<file path="src/rtl/spi_slave_sync.sv">
// SPI mode-0 slave, MSB first. The SPI pins are synchronised into clk and edge-detected there.
// Received words appear on rx_data with a one-cycle rx_valid pulse. The next reply word is staged in tx_buf.
module spi_slave_sync #(
  parameter int unsigned DATA_W = 8,
  parameter int unsigned LED_W  = 6
) (
  input  logic              clk,
  input  logic              rst,
  input  logic              SCLK,
  input  logic              SS,
  input  logic              MOSI,
  output logic              MISO,
  input  logic [DATA_W-1:0] tx_data,
  input  logic              tx_load,
  output logic [DATA_W-1:0] rx_data,
  output logic              rx_valid,
  output logic              busy,
  output logic [LED_W-1:0]  led
);

  localparam int unsigned CntW = $clog2(DATA_W + 1);

  typedef enum logic [1:0] {StIdle, StShift, StDone} state_e;

  // Synchroniser stages; the *_dly_q copies exist only for edge detection.
  logic sclk_s1_q, sclk_s2_q, sclk_dly_q;
  logic ss_s1_q, ss_s2_q, ss_dly_q;
  logic mosi_s1_q, mosi_s2_q;

  state_e            state_q, state_d;
  logic [DATA_W-1:0] tx_buf_q, tx_buf_d;
  logic [DATA_W-1:0] tx_shift_q, tx_shift_d;
  logic [DATA_W-1:0] rx_shift_q, rx_shift_d;
  logic [DATA_W-1:0] rx_data_q, rx_data_d;
  logic [CntW-1:0]   bit_cnt_q, bit_cnt_d;
  logic              rx_valid_q, rx_valid_d;
  logic [LED_W-1:0]  led_q, led_d;

  logic              sclk_rise, sclk_fall, ss_fall;
  logic [DATA_W-1:0] frame_word;

  assign sclk_rise = sclk_s2_q & ~sclk_dly_q;
  assign sclk_fall = ~sclk_s2_q & sclk_dly_q;
  assign ss_fall   = ~ss_s2_q & ss_dly_q;

  // A load in the same cycle as a frame start must win over the stale buffer.
  assign frame_word = tx_load ? tx_data : tx_buf_q;

  always_comb begin
    state_d    = state_q;
    tx_buf_d   = tx_buf_q;
    tx_shift_d = tx_shift_q;
    rx_shift_d = rx_shift_q;
    rx_data_d  = rx_data_q;
    bit_cnt_d  = bit_cnt_q;
    rx_valid_d = 1'b0;
    led_d      = led_q;

    if (tx_load) begin
      tx_buf_d = tx_data;
    end

    unique case (state_q)
      StIdle: begin
        if (ss_fall) begin
          state_d    = StShift;
          tx_shift_d = frame_word;
          bit_cnt_d  = '0;
        end
      end
      StShift: begin
        if (ss_s2_q) begin
          state_d   = StIdle;
          bit_cnt_d = '0;
        end else if (sclk_rise) begin
          rx_shift_d = {rx_shift_q[DATA_W-2:0], mosi_s2_q};
          bit_cnt_d  = bit_cnt_q + CntW'(1);
          if (bit_cnt_q == CntW'(DATA_W - 1)) begin
            // Outputs are registered here so they become visible together with the DONE cycle.
            state_d    = StDone;
            rx_data_d  = rx_shift_d;
            rx_valid_d = 1'b1;
            led_d      = rx_shift_d[LED_W-1:0];
          end
        end else if (sclk_fall && (bit_cnt_q != '0)) begin
          tx_shift_d = {tx_shift_q[DATA_W-2:0], 1'b0};
        end
      end
      StDone: begin
        bit_cnt_d = '0;
        if (!ss_s2_q) begin
          state_d    = StShift;
          tx_shift_d = frame_word;
        end else begin
          state_d = StIdle;
        end
      end
      default: state_d = StIdle;
    endcase
  end

  always_ff @(posedge clk) begin
    if (rst) begin
      sclk_s1_q  <= 1'b0;
      sclk_s2_q  <= 1'b0;
      sclk_dly_q <= 1'b0;
      ss_s1_q    <= 1'b1;
      ss_s2_q    <= 1'b1;
      ss_dly_q   <= 1'b1;
      mosi_s1_q  <= 1'b0;
      mosi_s2_q  <= 1'b0;
      state_q    <= StIdle;
      tx_buf_q   <= '0;
      tx_shift_q <= '0;
      rx_shift_q <= '0;
      rx_data_q  <= '0;
      bit_cnt_q  <= '0;
      rx_valid_q <= 1'b0;
      led_q      <= '0;
    end else begin
      sclk_s1_q  <= SCLK;
      sclk_s2_q  <= sclk_s1_q;
      sclk_dly_q <= sclk_s2_q;
      ss_s1_q    <= SS;
      ss_s2_q    <= ss_s1_q;
      ss_dly_q   <= ss_s2_q;
      mosi_s1_q  <= MOSI;
      mosi_s2_q  <= mosi_s1_q;
      state_q    <= state_d;
      tx_buf_q   <= tx_buf_d;
      tx_shift_q <= tx_shift_d;
      rx_shift_q <= rx_shift_d;
      rx_data_q  <= rx_data_d;
      bit_cnt_q  <= bit_cnt_d;
      rx_valid_q <= rx_valid_d;
      led_q      <= led_d;
    end
  end

  assign MISO     = ~ss_s2_q & tx_shift_q[DATA_W-1];
  assign busy     = (state_q != StIdle);
  assign rx_data  = rx_data_q;
  assign rx_valid = rx_valid_q;
  assign led      = led_q;

endmodule

</file>
<file path="config.mk">
export PLATFORM = sky130hd
export DESIGN_NAME = spi_slave_sync
export DESIGN_NICKNAME = d
export VERILOG_FILES = /design/src/rtl/spi_slave_sync.sv
export SDC_FILE = /design/constraint.sdc
export NUM_CORES = 1
export LEC_CHECK = 0
export ABC_AREA = 1
export BUFFER_PORTS_ARGS = -buffer_cell sky130_fd_sc_hd__buf_2
export CAP_MARGIN = 5
export CORE_UTILIZATION = 50
export CTS_BUF_LIST = sky130_fd_sc_hd__clkbuf_4
export DETAILED_ROUTE_END_ITERATION = 7
export PLACE_DENSITY = 0.68
export SYNTH_ARGS = -nofsm -noshare
export SYNTH_HDL_FRONTEND = slang
export SYNTH_SLANG_ARGS = --single-unit
export TNS_END_PERCENT = 100
</file>
<file path="constraint.sdc">
create_clock -name clk -period 3.7 [get_ports clk]
set_input_delay 0.185 -clock clk [delete_from_list [all_inputs] [get_ports clk]]
set_output_delay 0.185 -clock clk [all_outputs]
set_load 0.02 [all_outputs]
</file>
==> results.sh <==
export IMPL_portBuffers=30
export IMPL_fp_coreArea_um2=3720
export IMPL_final_hold_violation_count=0
export IMPL_ir_drop_mv=0.318
export IMPL_ant_nets=0
export IMPL_cts_setup_buffers=0
export IMPL_dieHeight_um=64.6
export IMPL_max_stage_delay_ns=0.46
export IMPL_place_gp_congestion=0.818
export IMPL_initial_core_util_pct=52.8
export IMPL_vias_per_cell=4.79
export IMPL_wl_per_cell_um=10.5
export IMPL_grt_antenna_before_repair=0
export IMPL_clockRootBuffer="clkbuf_4"
export IMPL_cts_tree="done"
export IMPL_grt_ovfl_total=0
export IMPL_power_leakage_nw=1.05
export IMPL_criticalPathCategory="flop to flop"
export IMPL_ys_seq_elements=46
export IMPL_rr_startpoint="state_q[0]$_SDFFE_PP0P_"
export IMPL_pin_count=31
export IMPL_die_area_um2=4180
export IMPL_dp_final_hpwl_mm=2.55
export IMPL_drtIter0Drc=112
export IMPL_clk_pin_slew_worst_paths_ns=0.14
export IMPL_cp_end_kind="flop"
export IMPL_die_w_um=64.6
export IMPL_h_tree_depth=2
export IMPL_worst_ep_arrival_time_ns=1.87
export IMPL_layout_cells_most_common="nor2_1"
export IMPL_cap_violations=0
export IMPL_setup_viol=0
export IMPL_final_layout_size_suffix_gt1_share_pct=18.3
export IMPL_via_count=1642
export IMPL_synth_area_top_cells="dfxtp_1 (47%), nor2_1 (11%), nand2_1 (8.6%)"
export IMPL_routed_wirelength_mm=3.61
export IMPL_grt_max_degree=28
export IMPL_min_path_cells=3
export IMPL_relSlewSlack_pct=52.0
export IMPL_period_needed_ns=1.62
export IMPL_grt_util_all_layers_pct=19.9
export IMPL_critPathTopFamily="simple AND/OR/NAND/NOR gates"
export IMPL_final_cell_mix="nor2_1 (55), dfxtp_1 (46), nand2_1 (45)"
export IMPL_start_kind="flop"
export IMPL_drc=0
export IMPL_antenna_cells=0
export IMPL_startpoint="state_q[0]$_SDFFE_PP0P_"
export IMPL_worstHoldStart="tx_data[1]"
export IMPL_required_ns=3.95
export IMPL_hold_ws_ns=0.0784
export IMPL_status="finished, final reports clean"
export IMPL_drtPass1Iterations=4
export IMPL_yosysWarnings=0
export IMPL_clock_skew_ns=0.0130
export IMPL_final_core_util_pct=59.7
export IMPL_hold_class="input port to flop"
export IMPL_grt_pass1_wl_mm=6.32
export IMPL_worst_pin_slew_ns=0.719
export IMPL_reg2regPathDepth=7
export IMPL_rsz0062_at_grt="no"
export IMPL_ctsResizeCount=0
export IMPL_path_cells="nand2_2 > nor2_4 > nand2_4 > inv_4 > nand2_2 > o21ai_0 > nor2_1"
export IMPL_area_growth_pct=13.0
export IMPL_numCtsBuffers=5
export IMPL_p_per_area_nw_per_um2=447
export IMPL_yosysTopAreaCellShare_pct=46.9
export IMPL_final_period_utilization_pct=43.8
export IMPL_critPathBufInv=1
export IMPL_clock_latency_ns=0.36
export IMPL_cts_sinks=46
export IMPL_row_count=22
export IMPL_grt_pass1_vias=1432
export IMPL_yosysSeqAreaShare_pct=46.9
export IMPL_cp_num_cells=7
export IMPL_hold_buffers=1
export IMPL_postSynthAreaPerCell_um2=7.32
export IMPL_fin_nets=310
export IMPL_fmax_mhz=617
export IMPL_drv_slew=0
export IMPL_cp_slowest_cell="dfxtp_1"
export IMPL_synth_nets=284
export IMPL_netlist_instances=268
export IMPL_synth_area_leader_cell="dfxtp_1"
export IMPL_finalSetupTns_ns=0
export IMPL_synth_area_um2=1960
export IMPL_cts_buffer_depth=2
export IMPL_cpMostUsedCell="nand2_2"
export IMPL_path_max_fanout=16
export IMPL_synthDistinctLibCells=24
-- worst reg2reg max path, stage by stage (launching register included) --
cell and delay (ns):
dfxtp_1 0.46, nand2_2 0.24, nor2_4 0.23, nand2_4 0.11, inv_4 0.11, nand2_2 0.10, o21ai_0 0.21, nor2_1 0.07
-- flip-flops by register name, summed over array words and instances (netlist names), 2 cells and up --
register,cells
bit_cnt_q,4
state_q,2
tx_shift_q,8
rx_shift_q,7
tx_buf_q,8
rx_data,8
-- metrics by stage --
| step | cells | setup slack, ns | power [W] | area (µm²) |
|---|---|---|---|---|
| floorplan | 268 | 2.40 | 0.000613 | 1960 |
| global placement | 332 | 2.12 | 0.000632 | 2090 |
| detailed placement | 332 | 2.11 | 0.000634 | 2090 |
| CTS | 341 | 2.08 | 0.000995 | 2200 |
| global route | 343 | 1.86 | 0.00104 | 2220 |
| finish | 343 | 2.08 | 0.000990 | 2220 |
-- metal layers --
layer	track usage, %	vias up	part of all wire [%]
li1	-	886	-
met1	27.1	716	54
met2	29.2	32	41
met3	5.81	8	3.4
met4	8.06	0	2.1
met5	0	-	0
-- synth_stat cells, drive strengths merged --
cell,number
nor2,60
nand2,51
dfxtp,46
a21oi,28
inv,27
o21ai,19
nand3,13
buf,10
clkbuf,4
nor3,3
or2,3
ha,2
mux2i,1
xor2,1
-- where the power goes --
| group | switching [W] | total, W | internal [W] |
|---|---|---|---|
| combinational | 0.0000605 | 0.0000975 | 0.0000370 |
| sequential | 0.0000118 | 0.000528 | 0.000516 |
| clock | 0.000157 | 0.000365 | 0.000208 |
-- cells by family after synthesis --
family          share of synthesized area [%]
compound gates                           12.0
xor+xnor                                0.447
fa+ha+maj                                1.28
buf+inv                                  9.69
flops                                    46.9
mux                                     0.510
simple gates                             29.1
-- worst paths after layout --
| path | end | slack [ns] |
|---|---|---|
| min | tx_buf_q[1]$_SDFF_PP0_ | 0.08 |
| max | rx_data[7]$_SDFFE_PP0P_ | 2.08 |
| min reg2reg | mosi_s2_q$_SDFF_PP0_ | 0.41 |
| max reg2reg | rx_data[7]$_SDFFE_PP0P_ | 2.08 |
-- cell type report --
type	count	area, µm²
clock buffers	5	37.5
clock inverters	3	63.8
fillers	357	1500
inverters	27	104
multi-input cells	181	851
flip-flops and latches	46	921
well taps	48	60.1
repair buffers	33	180
Power figures use the tool's default switching activity.
